**src/rtl/mc_ctrl.sv**
```systemverilog
// rtl/mc_ctrl.sv - multi-cycle RV32I control sequencer (BOOT/IF/ID/EX/MEM/WB/HALT)
// Optional feature macro: ILLEGAL_TRAP_EN (illegal instruction halts instead of retiring as NOP)
module mc_ctrl (
    input  logic        clk,
    input  logic        rst_n,
    input  logic [31:0] inst,
    input  logic        imem_ack,
    input  logic        dram_ack,
    input  logic [1:0]  flag,
    output logic        imem_req,
    output logic        dram_req,
    output logic        ir_we,
    output logic        pc_we,
    output logic [1:0]  npc_op,
    output logic [2:0]  sext_op,
    output logic        alub_sel,
    output logic [2:0]  alu_op,
    output logic        rf_we,
    output logic        dram_we,
    output logic [1:0]  wd_sel,
    output logic        illegal,
    output logic [31:0] instret
);

    typedef enum logic [2:0] {
        S_BOOT, S_IF, S_ID, S_EX, S_MEM, S_WB, S_HALT
    } state_t;

    typedef enum logic [3:0] {
        K_ALU_R, K_ALU_I, K_LW, K_SW, K_BR, K_JAL, K_JALR, K_LUI, K_BAD
    } kind_t;

    state_t      r_state;
    state_t      w_next;
    logic [6:0]  r_opcode;
    logic [2:0]  r_fun3;
    logic [6:0]  r_fun7;
    logic [31:0] r_instret;

    kind_t       w_kind;
    logic [2:0]  w_alu_op;
    logic [2:0]  w_sext_op;
    logic        w_alub_sel;
    logic [2:0]  w_f3_alu;
    logic        w_taken;
    logic        w_unused_inst;

    // Register/immediate fields live in the datapath's own IR copy.
    assign w_unused_inst = ^{inst[24:15], inst[11:7]};

    always_comb begin
        w_f3_alu = 3'b000;
        case (r_fun3)
            3'b000:  w_f3_alu = 3'b000;
            3'b001:  w_f3_alu = 3'b101;
            3'b100:  w_f3_alu = 3'b100;
            3'b101:  w_f3_alu = 3'b110;
            3'b110:  w_f3_alu = 3'b011;
            3'b111:  w_f3_alu = 3'b010;
            default: w_f3_alu = 3'b000;
        endcase
    end

    always_comb begin
        w_kind     = K_BAD;
        w_alu_op   = 3'b000;
        w_sext_op  = 3'b000;
        w_alub_sel = 1'b0;
        case (r_opcode)
            7'b0110011: begin
                if ((r_fun7 == 7'b0000000 && r_fun3 != 3'b010 && r_fun3 != 3'b011) ||
                    (r_fun7 == 7'b0100000 && (r_fun3 == 3'b000 || r_fun3 == 3'b101))) begin
                    w_kind = K_ALU_R;
                    if (r_fun7[5] && r_fun3 == 3'b000)
                        w_alu_op = 3'b001;
                    else if (r_fun7[5])
                        w_alu_op = 3'b111;
                    else
                        w_alu_op = w_f3_alu;
                end
            end
            7'b0010011: begin
                // fun7 is only meaningful for the shift forms; elsewhere it is immediate bits.
                if (!(r_fun3 == 3'b010 || r_fun3 == 3'b011) &&
                    !(r_fun3 == 3'b001 && r_fun7 != 7'b0000000) &&
                    !(r_fun3 == 3'b101 && r_fun7 != 7'b0000000 && r_fun7 != 7'b0100000)) begin
                    w_kind     = K_ALU_I;
                    w_alub_sel = 1'b1;
                    w_alu_op   = (r_fun3 == 3'b101 && r_fun7[5]) ? 3'b111 : w_f3_alu;
                    w_sext_op  = (r_fun3 == 3'b001 || r_fun3 == 3'b101) ? 3'b101 : 3'b000;
                end
            end
            7'b0000011: begin
                if (r_fun3 == 3'b010) begin
                    w_kind     = K_LW;
                    w_alub_sel = 1'b1;
                end
            end
            7'b0100011: begin
                if (r_fun3 == 3'b010) begin
                    w_kind     = K_SW;
                    w_alub_sel = 1'b1;
                    w_sext_op  = 3'b001;
                end
            end
            7'b1100011: begin
                if (r_fun3 == 3'b000 || r_fun3 == 3'b001 || r_fun3 == 3'b100 || r_fun3 == 3'b101) begin
                    w_kind    = K_BR;
                    w_alu_op  = 3'b001;
                    w_sext_op = 3'b010;
                end
            end
            7'b1101111: begin
                w_kind    = K_JAL;
                w_sext_op = 3'b100;
            end
            7'b1100111: begin
                if (r_fun3 == 3'b000)
                    w_kind = K_JALR;
            end
            7'b0110111: begin
                w_kind    = K_LUI;
                w_sext_op = 3'b011;
            end
            default: w_kind = K_BAD;
        endcase
    end

    always_comb begin
        w_taken = 1'b0;
        case (r_fun3)
            3'b000:  w_taken = (flag == 2'b10);
            3'b001:  w_taken = !flag[1];
            3'b100:  w_taken = (flag == 2'b01);
            3'b101:  w_taken = !flag[0];
            default: w_taken = 1'b0;
        endcase
    end

    always_ff @(posedge clk or negedge rst_n) begin
        if (!rst_n) begin
            r_state  <= S_BOOT;
            r_opcode <= 7'd0;
            r_fun3   <= 3'd0;
            r_fun7   <= 7'd0;
        end else begin
            r_state <= w_next;
            if (r_state == S_IF && imem_ack) begin
                r_opcode <= inst[6:0];
                r_fun3   <= inst[14:12];
                r_fun7   <= inst[31:25];
            end
        end
    end

    always_comb begin
        w_next   = r_state;
        imem_req = 1'b0;
        dram_req = 1'b0;
        ir_we    = 1'b0;
        pc_we    = 1'b0;
        npc_op   = 2'b00;
        sext_op  = 3'b000;
        alub_sel = 1'b0;
        alu_op   = 3'b000;
        rf_we    = 1'b0;
        dram_we  = 1'b0;
        wd_sel   = 2'b00;
        case (r_state)
            S_BOOT: w_next = S_IF;
            S_IF: begin
                imem_req = 1'b1;
                if (imem_ack) begin
                    ir_we  = 1'b1;
                    w_next = S_ID;
                end
            end
            S_ID: begin
                sext_op  = w_sext_op;
                alub_sel = w_alub_sel;
`ifdef ILLEGAL_TRAP_EN
                w_next   = (w_kind == K_BAD) ? S_HALT : S_EX;
`else
                w_next   = S_EX;
`endif
            end
            S_EX: begin
                sext_op  = w_sext_op;
                alub_sel = w_alub_sel;
                alu_op   = w_alu_op;
                w_next   = S_IF;
                case (w_kind)
                    K_ALU_R, K_ALU_I: w_next = S_WB;
                    K_LW, K_SW:       w_next = S_MEM;
                    K_BR: begin
                        pc_we  = 1'b1;
                        npc_op = w_taken ? 2'b10 : 2'b00;
                    end
                    K_JAL: begin
                        npc_op = 2'b10;
                        wd_sel = 2'b10;
                        rf_we  = 1'b1;
                        pc_we  = 1'b1;
                    end
                    K_JALR: begin
                        npc_op = 2'b01;
                        wd_sel = 2'b10;
                        rf_we  = 1'b1;
                        pc_we  = 1'b1;
                    end
                    K_LUI: begin
                        wd_sel = 2'b11;
                        rf_we  = 1'b1;
                        pc_we  = 1'b1;
                    end
                    default: pc_we = 1'b1;
                endcase
            end
            S_MEM: begin
                sext_op  = w_sext_op;
                alub_sel = w_alub_sel;
                alu_op   = w_alu_op;
                dram_req = 1'b1;
                dram_we  = (w_kind == K_SW);
                if (dram_ack) begin
                    if (w_kind == K_SW) begin
                        pc_we  = 1'b1;
                        w_next = S_IF;
                    end else begin
                        w_next = S_WB;
                    end
                end
            end
            S_WB: begin
                sext_op  = w_sext_op;
                alub_sel = w_alub_sel;
                alu_op   = w_alu_op;
                rf_we    = 1'b1;
                pc_we    = 1'b1;
                wd_sel   = (w_kind == K_LW) ? 2'b01 : 2'b00;
                w_next   = S_IF;
            end
            S_HALT:  w_next = S_HALT;
            default: w_next = S_BOOT;
        endcase
    end

    always_ff @(posedge clk or negedge rst_n) begin
        if (!rst_n)
            r_instret <= 32'd0;
        else if (pc_we)
            r_instret <= r_instret + 32'd1;
    end

    assign instret = r_instret;

`ifdef ILLEGAL_TRAP_EN
    logic r_illegal;

    always_ff @(posedge clk or negedge rst_n) begin
        if (!rst_n)
            r_illegal <= 1'b0;
        else if (r_state == S_ID && w_kind == K_BAD)
            r_illegal <= 1'b1;
    end

    assign illegal = r_illegal;
`else
    assign illegal = 1'b0;
`endif

endmodule

```
**config.mk**
```make
export PLATFORM = sky130hd
export DESIGN_NAME = mc_ctrl
export DESIGN_NICKNAME = d
export VERILOG_FILES = /design/src/rtl/mc_ctrl.sv
export SDC_FILE = /design/constraint.sdc
export NUM_CORES = 1
export LEC_CHECK = 0
export CAP_MARGIN = 5
export CORE_MARGIN = 2
export CORE_UTILIZATION = 45
export CTS_BUF_LIST = sky130_fd_sc_hd__clkbuf_4 sky130_fd_sc_hd__clkbuf_8
export DETAILED_ROUTE_END_ITERATION = 8
export PLACE_DENSITY = 0.76
export SYNTH_ARGS = -nofsm -noshare
export SYNTH_HDL_FRONTEND = slang
export SYNTH_SLANG_ARGS = --single-unit
```
**constraint.sdc**
```tcl
create_clock -name clk -period 4.45 [get_ports clk]
set_input_delay 1.1125 -clock clk [delete_from_list [all_inputs] [get_ports clk]]
set_output_delay 1.1125 -clock clk [all_outputs]
set_load 0.1 [all_outputs]
```
==> qor.txt, run 1 <==
outcome: finished, final reports clean
synth unique cells: 57
Worst setup SP type: flip-flop
share of cells above drive strength 1: 14.1%
final hold vios: 0
Synth Instances: 330
clock network fraction of design power: 11.2%
Final Slew Violations: 0
Worst setup EP type: output pin
clock transition at the registers of the reported paths: 90 ps
Async S/R FF share, synth: 100%
Post-CTS Repair Setup Buffers: 0
DRT iter0 DRCs: 155
Hold-fix buffers, CTS: 0
Placeable Area: 6790 µm²
Seq cells post-synth: 52
CP arrival: 2710 ps
Synth top area share: 41.2%
GRT met3 Usage: 4.62%
min Tclk post-route: 3820 ps
Clock Tree Root: clkbuf_8
Die Y-Extent: 87.8 µm
detailed-route wire length per cell: 15.8 µm
Worst VDD drop: 0.000475 V
Logic pwr share: 55.3%
met1 Use GR: 29.3%
power per cell area: 639 nW/µm²
CTS tree: built
GRT Residual Overflow: 0
setup TNS: 0 ps
cell-internal power: 1170 µW
Sequential Power Share: 33.5%
routing usage on met2: 31.5%
WL final: 7720 µm
Worst Skew: 12.7 ps
Synth warnings: 0
Post-synth EDFFs: 0
Top FF cell, synth: dfrtp_1
relative slew slack: 34.1%
top-count cell post-synth: dfrtp_1
syn_area_per_cell: 9.57 µm²
First-pass DRT Iterations: 5
clock sink count: 52
ANT cells: 0
Slew @ Worst Pin: 985 ps
# Max-Cap Violations: 0
Die Area: 7710 µm²
vias in the first global route: 2555
Worst Hold Class: reg -> reg
sequential element share of the synthesized area: 41.2%
I/O Buffers: 71
initial antenna violation count: 0
first-pass GRT wire length: 12500 µm
H-tree lvl count: 2
die width: 87.8 µm
worst skew pair latency: 310 ps
GRT Overall Usage: 20.3%
top cells by area, synth: dfrtp_1 41%, xor2_1 8.0%, mux2_2 5.0%
top cells by count, synth: 52 x dfrtp_1, 29 x xor2_1, 26 x nand2_1
post-synthesis net count: 370
GP Congestion: 0.873
DRT antenna net count: 0
FP Rows: 30
largest net degree at the start of global routing: 37
sw power: 1400 µW
GR peak layer: met2
largest area contributor in the netlist: dfrtp_1
clock tree buffer depth: 2
post-DP HPWL: 5560 µm
synthesized area: 3160 µm²
RSZ-0062 raised after global routing: no
CP Class: reg -> out
Ports: 88
final hold slack: 468 ps
Setup Viol. Count Final: 0
Initial Util: 46.5%
CP max FO: 4
critical path required time: 3340 ps
P&R area growth vs syn: 27.1%
Tcrit/Tclk final: 85.9%
vias: 2873
final layout net count: 430
cts bufs inserted: 5
Resized Gates After CTS: 0
Via-to-Cell Ratio: 5.90
fmax: 262 MHz
DR DRC count: 0
Pleak: 0.00144 µW
Sw Share: 54.4%
==> flip-flops by register name (all words and copies together), names as in the netlist <==
signal	flops
r_opcode	7
r_fun3	3
instret	32
r_fun7	7
r_state	3
==> layout by cell type, fill, tap and decap left out, types with 3 or more instances in the layout <==
cell type         n
buf_12            3
mux2_2           14
nor2b_1           5
nand3_1          17
inv_1             9
a21oi_1           9
and3_1            5
nor2_1           15
buf_4            17
nand4_1          17
a31oi_1          16
clkbuf_8          6
o21ai_0          11
a311oi_1         14
dfrtp_1          52
o211ai_1          5
a21boi_1          3
clkdlybuf4s50_1  55
and2_1            3
nor3_1            6
nand2_1          26
nor3_2            3
nand2b_1          3
xor2_1           29
==> layer usage <==
layer | part of all wire, % | routed length [µm]
met1 | 45 | 3480
met2 | 46 | 3560
met3 | 7.3 | 566
met4 | 1.5 | 112
met5 | 0 | 0
==> worst paths after layout <==
kind	startpoint	endpoint	slack, ps	depth (start not counted)
max reg2reg	r_fun7[1]	instret[1]	2010	6
max	r_fun7[1]	alu_op[2]	630	6
max in group asynchronous	rst_n	r_opcode[3]	2820	2
min	instret[31]	instret[31]	470	1
min reg2reg	instret[31]	instret[31]	470	1
min in group asynchronous	rst_n	instret[12]	890	1
==> critical path, stage by stage (launching register included) <==
cell and delay [ps]:
dfrtp_1 390, nor4_1 550, a21boi_0 320, nor4b_2 460, o21ai_0 230, nor3_2 140
buf_4 310
==> final cells by class <==
class / instances / area (µm²)
clock buffer: 6 / 82.6
clock inverter: 2 / 13.8
fill: 599 / 2780
inverter: 9 / 33.8
multi-input combinational: 246 / 1720
sequential: 52 / 1300
tap: 96 / 120
timing repair buffer: 76 / 743
==> power groups by stage <==
stage / Clock, µW / Sequential, µW / Combinational, µW
after floorplan: 0 / 1230 / 680
after global placement: 0 / 858 / 1390
after detailed placement: 0 / 865 / 1410
after CTS: 293 / 857 / 1420
after global routing: 312 / 894 / 1500
final: 287 / 860 / 1420
==> stage by stage <==
step           instances  setup slack [ps]  util [%]  instance area [µm²]  total power (µW)
5_1_grt              487               428      59.1                 4020              2710
6_report             487               630      59.1                 4020              2570
3_5_place_dp         479               755      57.7                 3920              2280
4_1_cts              487               611      59.1                 4020              2570
3_3_place_gp         479               804      57.7                 3920              2250
2_1_floorplan        330               129         -                 3170              1910
==> cells by family after synthesis <==
| family | count (synthesis) | share of synthesized area, % |
|---|---|---|
| DFF | 52 | 41.2 |
| other | 1 | 0.119 |
| buffers and inverters | 32 | 4.75 |
| xor gates and xnor gates | 31 | 8.59 |
| and+or+nand+nor | 123 | 22.3 |
| AOI/OAI and AO/OA | 74 | 17.0 |
| muxes | 15 | 5.31 |
| adders and majority gates | 2 | 0.792 |
(Power assumes the default switching activity.)
==> run 2: changes to the inputs <==
- CORE_ASPECT_RATIO: unset -> 2
==> run 2 against run 1 <==
- sequential share of layout area about the same
- design area about the same
- sequential power is essentially flat
- total power up 1.5%
- clock power rose by 4%
- die area grew 0.52%
- critical path depth did not move
- critical path type unchanged
- combinational power barely moved
- worst hold slack gained 9.1 ps
==> qor.txt, run 2 (synthesized netlist as in run 1, its figures left out) <==
vias: 2870
Hold-fix buffers, CTS: 0
worst setup margin: 449 ps
Total Power: 2610 µW
first-pass GRT wire length: 13900 µm
slowest CP cell: dfrtp_1
H-tree lvl count: 2
min Tclk post-route: 4000 ps
final hold vios: 0
Pleak: 0.00145 µW
GRT Overall Usage: 23.0%
power per cell area: 649 nW/µm²
Register-to-Register Path Depth: 6
GRT Residual Overflow: 0
CP Class: reg -> out
ANT cells: 0
WL final: 8460 µm
cts bufs inserted: 5
CP max FO: 16
Reg2Reg Launch Point: r_fun3[0]
Via-to-Cell Ratio: 5.95
vias in the first global route: 2880
register area: 1300 µm²
I/O Buffers: 71
Clock Tree Root: clkbuf_8
Worst setup SP type: flip-flop
Worst R2R End: instret[1]
Post-CTS Repair Setup Buffers: 0
# fillers: 651
Placeable Area: 6890 µm²
P&R area growth vs syn: 27.2%
CTS tree: built
DRT antenna net count: 0
clock sink count: 52
Worst setup EP type: output pin
CP arrival: 2890 ps
Setup Viol. Count Final: 0
share of cells above drive strength 1: 14.3%
Endpoint, Worst Hold: instret[31]
Worst VDD drop: 0.000437 V
FP Rows: 43
critical path required time: 3340 ps
GP Congestion: 0.966
hold path startpoint: instret[31]
relative slew slack: 34.2%
largest net degree at the start of global routing: 33
# Max-Cap Violations: 0
worst hold stages: 1
number of flip-flops in the largest register: 32
initial antenna violation count: 0
final layout net count: 431
die width: 63.2 µm
Die Y-Extent: 122 µm
Worst Skew: 9.84 ps
outcome: finished, final reports clean
clock tree buffer depth: 2
cell chain of the critical path: nor2b_1 -> a21boi_0 -> o211a_1 -> nand4_1 -> a21oi_1 -> buf_4
Ports: 88
DRT iter0 DRCs: 181
DR DRC count: 0
setup TNS: 0 ps
Worst Hold Class: reg -> reg
Slew @ Worst Pin: 984 ps
Initial Util: 45.9%
RSZ-0062 raised after global routing: no
Resized Gates After CTS: 0
area of the multi-input gates: 1720 µm²
CP peak stage delay: 640 ps
detailed-route wire length per cell: 17.5 µm
First-pass DRT Iterations: 4
clock transition at the registers of the reported paths: 100 ps
Final Slew Violations: 0
Die Area: 7750 µm²
fmax: 250 MHz
commonest non-fill, non-tap cell in the layout: clkdlybuf4s50_1
R2R Setup Slk: 2070 ps
Tcrit/Tclk final: 89.9%
worst skew pair latency: 320 ps
pre-CTS setup slack: 686 ps
post-DP HPWL: 6360 µm
commonest cells after routing, fill and taps aside: 55 x clkdlybuf4s50_1, 52 x dfrtp_1, 29 x xor2_1
run 2: through the flow:
stage               cell area, µm²  utilization [%]  hold slack [ps]  std cells
global route                  4020             58.3              492        482
detailed placement            3920             56.9              470        474
floorplan                     3170                -              481        330
CTS                           4020             58.3              486        482
global placement              3920             56.9              458        474
finish                        4020             58.3              477        482
run 2: critical path, delay by kind of cell, from the launching register on:
family          cells  cell delay, ps
compound gates      3            1140
buf+inv             1             310
simple gates        2             480
flops               1             640
run 2: report_power, final:
group	internal, µW	total (µW)	switching, µW	leakage [µW]
logic	426	1450	1020	0.000843
clock network	133	298	165	0.0000479
registers	621	858	237	0.000555
total	1180	2610	1430	0.00145
run 2: final cells by class:
cell class | instances | share of cell area [%]
clock buffers | 7 | 2.24
clock inverters | 1 | 0.187
inverters | 9 | 0.841
multi-input cells | 246 | 42.9
flip-flops and latches | 52 | 32.4
well taps | 90 | 2.80
repair buffers | 77 | 18.7
run 2: how the worst max path moves through the flow:
| stage | start | end | slack (ps) | cells after the start |
|---|---|---|---|---|
| after floorplan | r_opcode[4] | rf_we | 130 | 6 |
| after global placement | flag[0] | npc_op[1] | 740 | 6 |
| after detailed placement | flag[0] | npc_op[1] | 690 | 6 |
| after CTS | r_fun3[0] | wd_sel[0] | 500 | 6 |
| after global routing | r_fun3[0] | wd_sel[0] | 310 | 6 |
| final | r_fun3[0] | wd_sel[0] | 450 | 6 |
run 2: layer usage:
layer	global-route usage (%)	up-vias	wire length (µm)
li1	-	1345	-
met1	24.3	1406	2960
met2	42.5	93	4840
met3	3.30	26	289
met4	13.7	0	370
met5	0	-	0
==> RTL edit 1: new RTL, flow settings as in run 1 <==
Re-encode `state_t` (7 states) as Gray code, 3 bits wide.
--- a/src/rtl/mc_ctrl.sv
+++ b/src/rtl/mc_ctrl.sv
@@ -23,7 +23,7 @@
 );
 
     typedef enum logic [2:0] {
-        S_BOOT, S_IF, S_ID, S_EX, S_MEM, S_WB, S_HALT
+        S_BOOT = 3'b000, S_IF = 3'b001, S_ID = 3'b011, S_EX = 3'b010, S_MEM = 3'b110, S_WB = 3'b111, S_HALT = 3'b101
     } state_t;
 
     typedef enum logic [3:0] {
Formal check against the unedited RTL: no difference found for any inputs over 10 cycles, from zero or initial values and one cycle with rst_n low; not proved beyond that.
==> RTL edit 1 against run 1 <==
Area after synthesis down 5.0%; critical path depth up 1; cell count down 8.4%; non-clock buffer count down 2; routed wire length down 9.7%; maximum frequency down 3.8%; sequential share of layout area up 1.5 points; final area down 4.5%; worst setup slack worse by 150 ps; sequential cell count unchanged; highest routed layer unchanged.
Power is left out: it rests on default switching activity, and per cell area and clock period it moved more than threefold.
==> RTL edit 1: results (changes against run 1) <==
stage,metric,value,unit,change
clocking,Root Driver,clkbuf_8,,unchanged
placed_design,DP Worst Slack,505.6,ps,was 754.9 ps
timing,Worst-Margin Slew,993.4,ps,was 985.1 ps
setup_path,Arrival @ worst endpoint,2860,ps,was 2710 ps
setup_path,R2R setup slack,1760,ps,was 2010 ps
timing,setup slack after layout,477.6,ps,was 629.6 ps
final_layout,fillers,557,,was 599
placed_design,number of port buffers,71,,unchanged
logic_synthesis,Mapped Nets,345,,was 370
detailed_routing,antenna-violating nets left,0,,unchanged
final_layout,# diodes,0,,unchanged
logic_synthesis,Area contributors post-synth,"dfrtp_1 43%, mux2_2 5.6%, xor2_1 5.0%, xnor2_1 4.1%, nor3_1 3.7%",,"was dfrtp_1 41%, xor2_1 8.0%, mux2_2 5.0%, a311oi_1 3.9%, nand4_1 3.4%"
clocking,CTS Buffer Depth,2,,unchanged
logic_synthesis,synth cell count leaders,"52 x dfrtp_1, 22 x nor3_1, 21 x nand2_1",,"was 52 x dfrtp_1, 29 x xor2_1, 26 x nand2_1"
setup_path,CP max stage delay,500,ps,was 550 ps
setup_path,kind of cell adding the most delay to the critical path,buffers and inverters,,was simple AND/OR/NAND/NOR gates
detailed_routing,WL final,6.964,mm,was 7.716 mm
clocking,number of CTS-inserted buffers,5,,unchanged
clocking,H-tree Lvls,2,,unchanged
detailed_routing,drt pass-1 iters,5,,unchanged
grt,pin count of the biggest net entering global routing,29,,was 37
worst_hold_path,min-delay worst type,register to register,,unchanged
timing,clk_skew,8.579,ps,was 12.66 ps
grt,Congestion Overflow GR,0,,unchanged
worst_hold_path,WHS Path Cells,1,,unchanged
logic_synthesis,library cells used by synthesis,55,,was 57
setup_path,CP max stage cell,clkdlybuf4s50_1,,was nor4_1
setup_path,"Max FO, Critical Path",23,,was 4
clocking,CTS hold repair buffers,0,,unchanged
logic_synthesis,ys flop type,dfrtp_1,,unchanged
logic_synthesis,Async SR Flop Fraction,1.000,,unchanged
setup_path,Worst Setup Start Kind,input port,,was register
final_layout,layout cells sized above 1,0.1653,,was 0.1407
detailed_routing,Vias,2523,,was 2873
detailed_routing,Iteration-0 DRC Markers,112,,was 155
grt,first-pass GRT wire length,11.75,mm,was 12.48 mm
placed_design,RePlAce Congestion,0.8795,,was 0.8733
outcome,outcome,"finished, final reports clean",,unchanged
placed_design,placed insts,438,,was 479
clocking,# resized after CTS,0,,unchanged
detailed_routing,routed vias/inst,5.657,,was 5.899
logic_synthesis,Synth Area per Inst,9.809,sq um,was 9.574 sq um
logic_synthesis,sequential share of the synthesized area,0.4335,,was 0.4119
clocking,Worst-Skew Late Latency,300,ps,
final_layout,Total Nets Final,407,,was 430
grt,initial antenna violation count,0,,unchanged
placed_design,hpwl dp,5.037,mm,was 5.564 mm
grt,GRT Util Overall,0.1965,,was 0.2032
final_layout,max reg flops,32,,unchanged
clocking,clk slew on worst S/H paths,90,ps,about the same
-- RTL edit 1: path summary, 6_finish.rpt --
path | startpoint | endpoint
worst max-delay path | dram_ack | pc_we
worst min-delay path | instret[31]$_DFFE_PN0P_ | instret[31]$_DFFE_PN0P_
worst max register to register | r_opcode[3]$_DFFE_PN0P_ | instret[3]$_DFFE_PN0P_
worst min register to register | instret[31]$_DFFE_PN0P_ | instret[31]$_DFFE_PN0P_
max in group asynchronous | rst_n | instret[17]$_DFFE_PN0P_
min in group asynchronous | rst_n | instret[19]$_DFFE_PN0P_
-- RTL edit 1: final cells by class --
class,count,area [sq um],area share
Inverter,9,33.78,0.008806
Clock buffer,7,90.09,0.02348
Tap cell,77,96.34,0.02511
Sequential cell,52,1301,0.3392
Clock inverter,1,7.507,0.001957
Multi-Input combinational cell,226,1579,0.4116
Timing Repair Buffer,74,728.2,0.1898
-- RTL edit 1: cells by family (layout without fill, tap and decap cells) --
| family | after synthesis | in the layout | synth area share |
|---|---|---|---|
| other | 1 | 1 | 0.001249 |
| xor gates and xnor gates | 31 | 31 | 0.09045 |
| DFF | 52 | 52 | 0.4335 |
| and+or+nand+nor | 133 | 133 | 0.2651 |
| adders and majority gates | 1 | 1 | 0.004168 |
| muxes | 16 | 16 | 0.05961 |
| buffers and inverters | 28 | 91 | 0.04752 |
| AOI/OAI and AO/OA | 44 | 44 | 0.09838 |
-- RTL edit 1: worst reg2reg max path: stages, from the launching register on --
cell and delay, ps:
dfrtp_1 500, nand4bb_1 440, a211oi_2 320, and2_0 430
o31a_4 430, inv_2 210, nand4_1 160, xnor2_1 130
-- RTL edit 1: routing by layer --
| metal | up-vias | GRT usage | routed length [um] |
|---|---|---|---|
| li1 | 1224 | - | - |
| met1 | 1217 | 0.2655 | 3112 |
| met2 | 76 | 0.3196 | 3345 |
| met3 | 6 | 0.04524 | 421 |
| met4 | 0 | 0.05339 | 84 |
| met5 | - | 0 | 0 |
-- RTL edit 1: metrics by stage --
step | cell area [sq um] | TNS [ps] | hold WS (ps)
finish | 3836 | 0 | 481.8
detailed placement | 3739 | 0 | 471.4
global placement | 3739 | 0 | 462.5
CTS | 3836 | 0 | 488.4
floorplan | 3023 | -108.8 | 471.6
global route | 3836 | 0 | 513.1
==> RTL edit 2: new RTL, settings of run 1 <==
Made on the original files. The option `ILLEGAL_TRAP_EN` is turned on by a define.
--- a/src/rtl/mc_ctrl.sv
+++ b/src/rtl/mc_ctrl.sv
@@ -1,5 +1,7 @@
 // rtl/mc_ctrl.sv - multi-cycle RV32I control sequencer (BOOT/IF/ID/EX/MEM/WB/HALT)
 // Optional feature macro: ILLEGAL_TRAP_EN (illegal instruction halts instead of retiring as NOP)
+`define ILLEGAL_TRAP_EN
+
 module mc_ctrl (
     input  logic        clk,
     input  logic        rst_n,
Formal check against the unedited RTL: not equivalent (a bounded check fails within 4 cycles, from zero or initial values and one cycle with rst_n low).
==> RTL edit 2 against run 1 <==
Count of clock-buffer cells in the layout is the same; area after synthesis shrank 0.28%; power grew 0.69%; sequential share of layout area shrank 0.092 points; sequential cell count grew 1; routed wire length shrank 2.9%; die area shrank 0.27%; worst setup slack lost 150 ps; final area grew 2.2%.
==> RTL edit 2: results (changes against run 1) <==
stage,metric,value,unit,change
outcome,outcome,"finished, final reports clean",,unchanged
final_layout,Total Nets Final,426,,was 430
detailed_routing,routed vias/inst,5.402,,was 5.899
final_layout,layout cells sized above 1,0.1628,,was 0.1407
detailed_routing,WL final,7.495,mm,was 7.716 mm
logic_synthesis,sequential share of the synthesized area,0.4210,,was 0.4119
grt,first-pass GRT wire length,12.63,mm,was 12.48 mm
logic_synthesis,synth cell count leaders,"53 x dfrtp_1, 24 x xor2_1, 22 x nand2_1, 22 x nor2_1, 17 x mux2_2",,"was 52 x dfrtp_1, 29 x xor2_1, 26 x nand2_1"
logic_synthesis,Syn Inst Count,320,,was 330
timing,Slew HR,0.3371,,was 0.3412
setup_path,R2R setup slack,1580,ps,was 2010 ps
power_and_ir_drop,Leak Pwr,1.646,nW,was 1.445 nW
logic_synthesis,Area contributors post-synth,"dfrtp_1 42%, xor2_1 6.7%, mux2_2 6.1%, nor4_4 2.7%, nand2_1 2.6%",,"was dfrtp_1 41%, xor2_1 8.0%, mux2_2 5.0%, a311oi_1 3.9%, nand4_1 3.4%"
placed_design,RePlAce Congestion,0.8940,,was 0.8733
detailed_routing,drt pass-1 iters,4,,was 5
setup_path,CP max stage cell,dfrtp_1,,was nor4_1
timing,clk_skew,7.325,ps,was 12.66 ps
power_and_ir_drop,VDD IR max,0.6042,mV,was 0.4750 mV
grt,GRT Util Overall,0.2074,,was 0.2032
detailed_routing,Iteration-0 DRC Markers,129,,was 155
setup_path,Arrival @ worst endpoint,2850,ps,was 2710 ps
setup_path,"Max FO, Critical Path",10,,was 4
placed_design,hpwl dp,5.539,mm,was 5.564 mm
placed_design,number of port buffers,72,,was 71
grt,pin count of the biggest net entering global routing,33,,was 37
detailed_routing,drt wl/cell,15.52,um,was 15.84 um
logic_synthesis,library cells used by synthesis,58,,was 57
setup_path,worst r2r dst,instret[23]$_DFFE_PN0P_,,was instret[1]$_DFFE_PN0P_
-- RTL edit 2: cell count changes after synthesis, moves of 4 or more --
cell,before,now
nand2_1,26,22
nand4_1,17,10
a21o_1,2,6
o211ai_1,5,0
nor2_1,15,22
nor4_1,2,11
a311oi_1,14,1
nor4_4,0,4
clkbuf_1,11,6
a31oi_1,16,1
xnor2_1,2,6
nor3_1,8,16
xor2_1,29,24
-- RTL edit 2: metal layers --
metal,up-vias,wire [um],track usage
li1,1281,-,-
met1,1247,3428,0.2854
met2,73,3582,0.3326
met3,8,400,0.04713
met4,0,83,0.05455
met5,-,0,0
-- RTL edit 2: metrics by stage --
step	hold WS [ps]	area, sq um	setup WS, ps	power, mW	utilization
global route	510.1	4105	311.0	2.741	0.6042
global placement	457.3	3985	661.3	2.235	0.5866
detailed placement	469.7	3985	702.6	2.252	0.5866
finish	487.5	4105	483.6	2.584	0.6042
floorplan	481.1	3179	83.57	1.950	-
CTS	487.1	4105	507.7	2.602	0.6042
-- RTL edit 2: final cells by class --
class	instances	area, sq um	area share
clock buffer	6	82.58	0.02012
multi-input combinational	238	1710	0.4166
timing repair buffer	76	783.3	0.1908
tap	96	120.1	0.02926
inverter	12	45.04	0.01097
sequential	53	1326	0.3231
clock inverter	2	37.54	0.009144
-- RTL edit 2: how the worst max path moves through the flow --
stage | cells past startpoint | from | slack (ps) | endpoint
4_1_cts | 9 | r_opcode[6]$_DFFE_PN0P_ | 510 | alu_op[1]
6_report | 9 | r_opcode[6]$_DFFE_PN0P_ | 480 | alu_op[1]
5_1_grt | 8 | r_opcode[3]$_DFFE_PN0P_ | 310 | alu_op[2]
3_3_place_gp | 7 | dram_ack | 660 | pc_we
2_1_floorplan | 8 | r_opcode[6]$_DFFE_PN0P_ | 80 | alu_op[1]
3_5_place_dp | 7 | dram_ack | 700 | pc_we
-- RTL edit 2: cells by family after synthesis --
group	Yosys count	share of synthesized area
adders and majority gates	2	0.007942
buffers and inverters	29	0.04527
DFF	53	0.4210
and+or+nand+nor	138	0.2669
xor gates and xnor gates	30	0.08340
muxes	19	0.06712
AOI/OAI and AO/OA	49	0.1084
-- RTL edit 2: worst register-to-register path: stages, from the launching register on --
cell	delay (ps)
dfrtp_1	520
nand4bb_1	320
o32a_1	420
a21o_1	250
o21a_1	170
and3_1	210
buf_4	240
nor4_1	470
xor2_1	190
-- RTL edit 2: power by group through the flow --
stage	Combinational [mW]	Clock (mW)	Sequential (mW)
2_1_floorplan	0.907	0	1.04
3_3_place_gp	1.36	0	0.871
3_5_place_dp	1.38	0	0.870
4_1_cts	1.39	0.352	0.863
5_1_grt	1.48	0.371	0.894
6_report	1.38	0.339	0.865
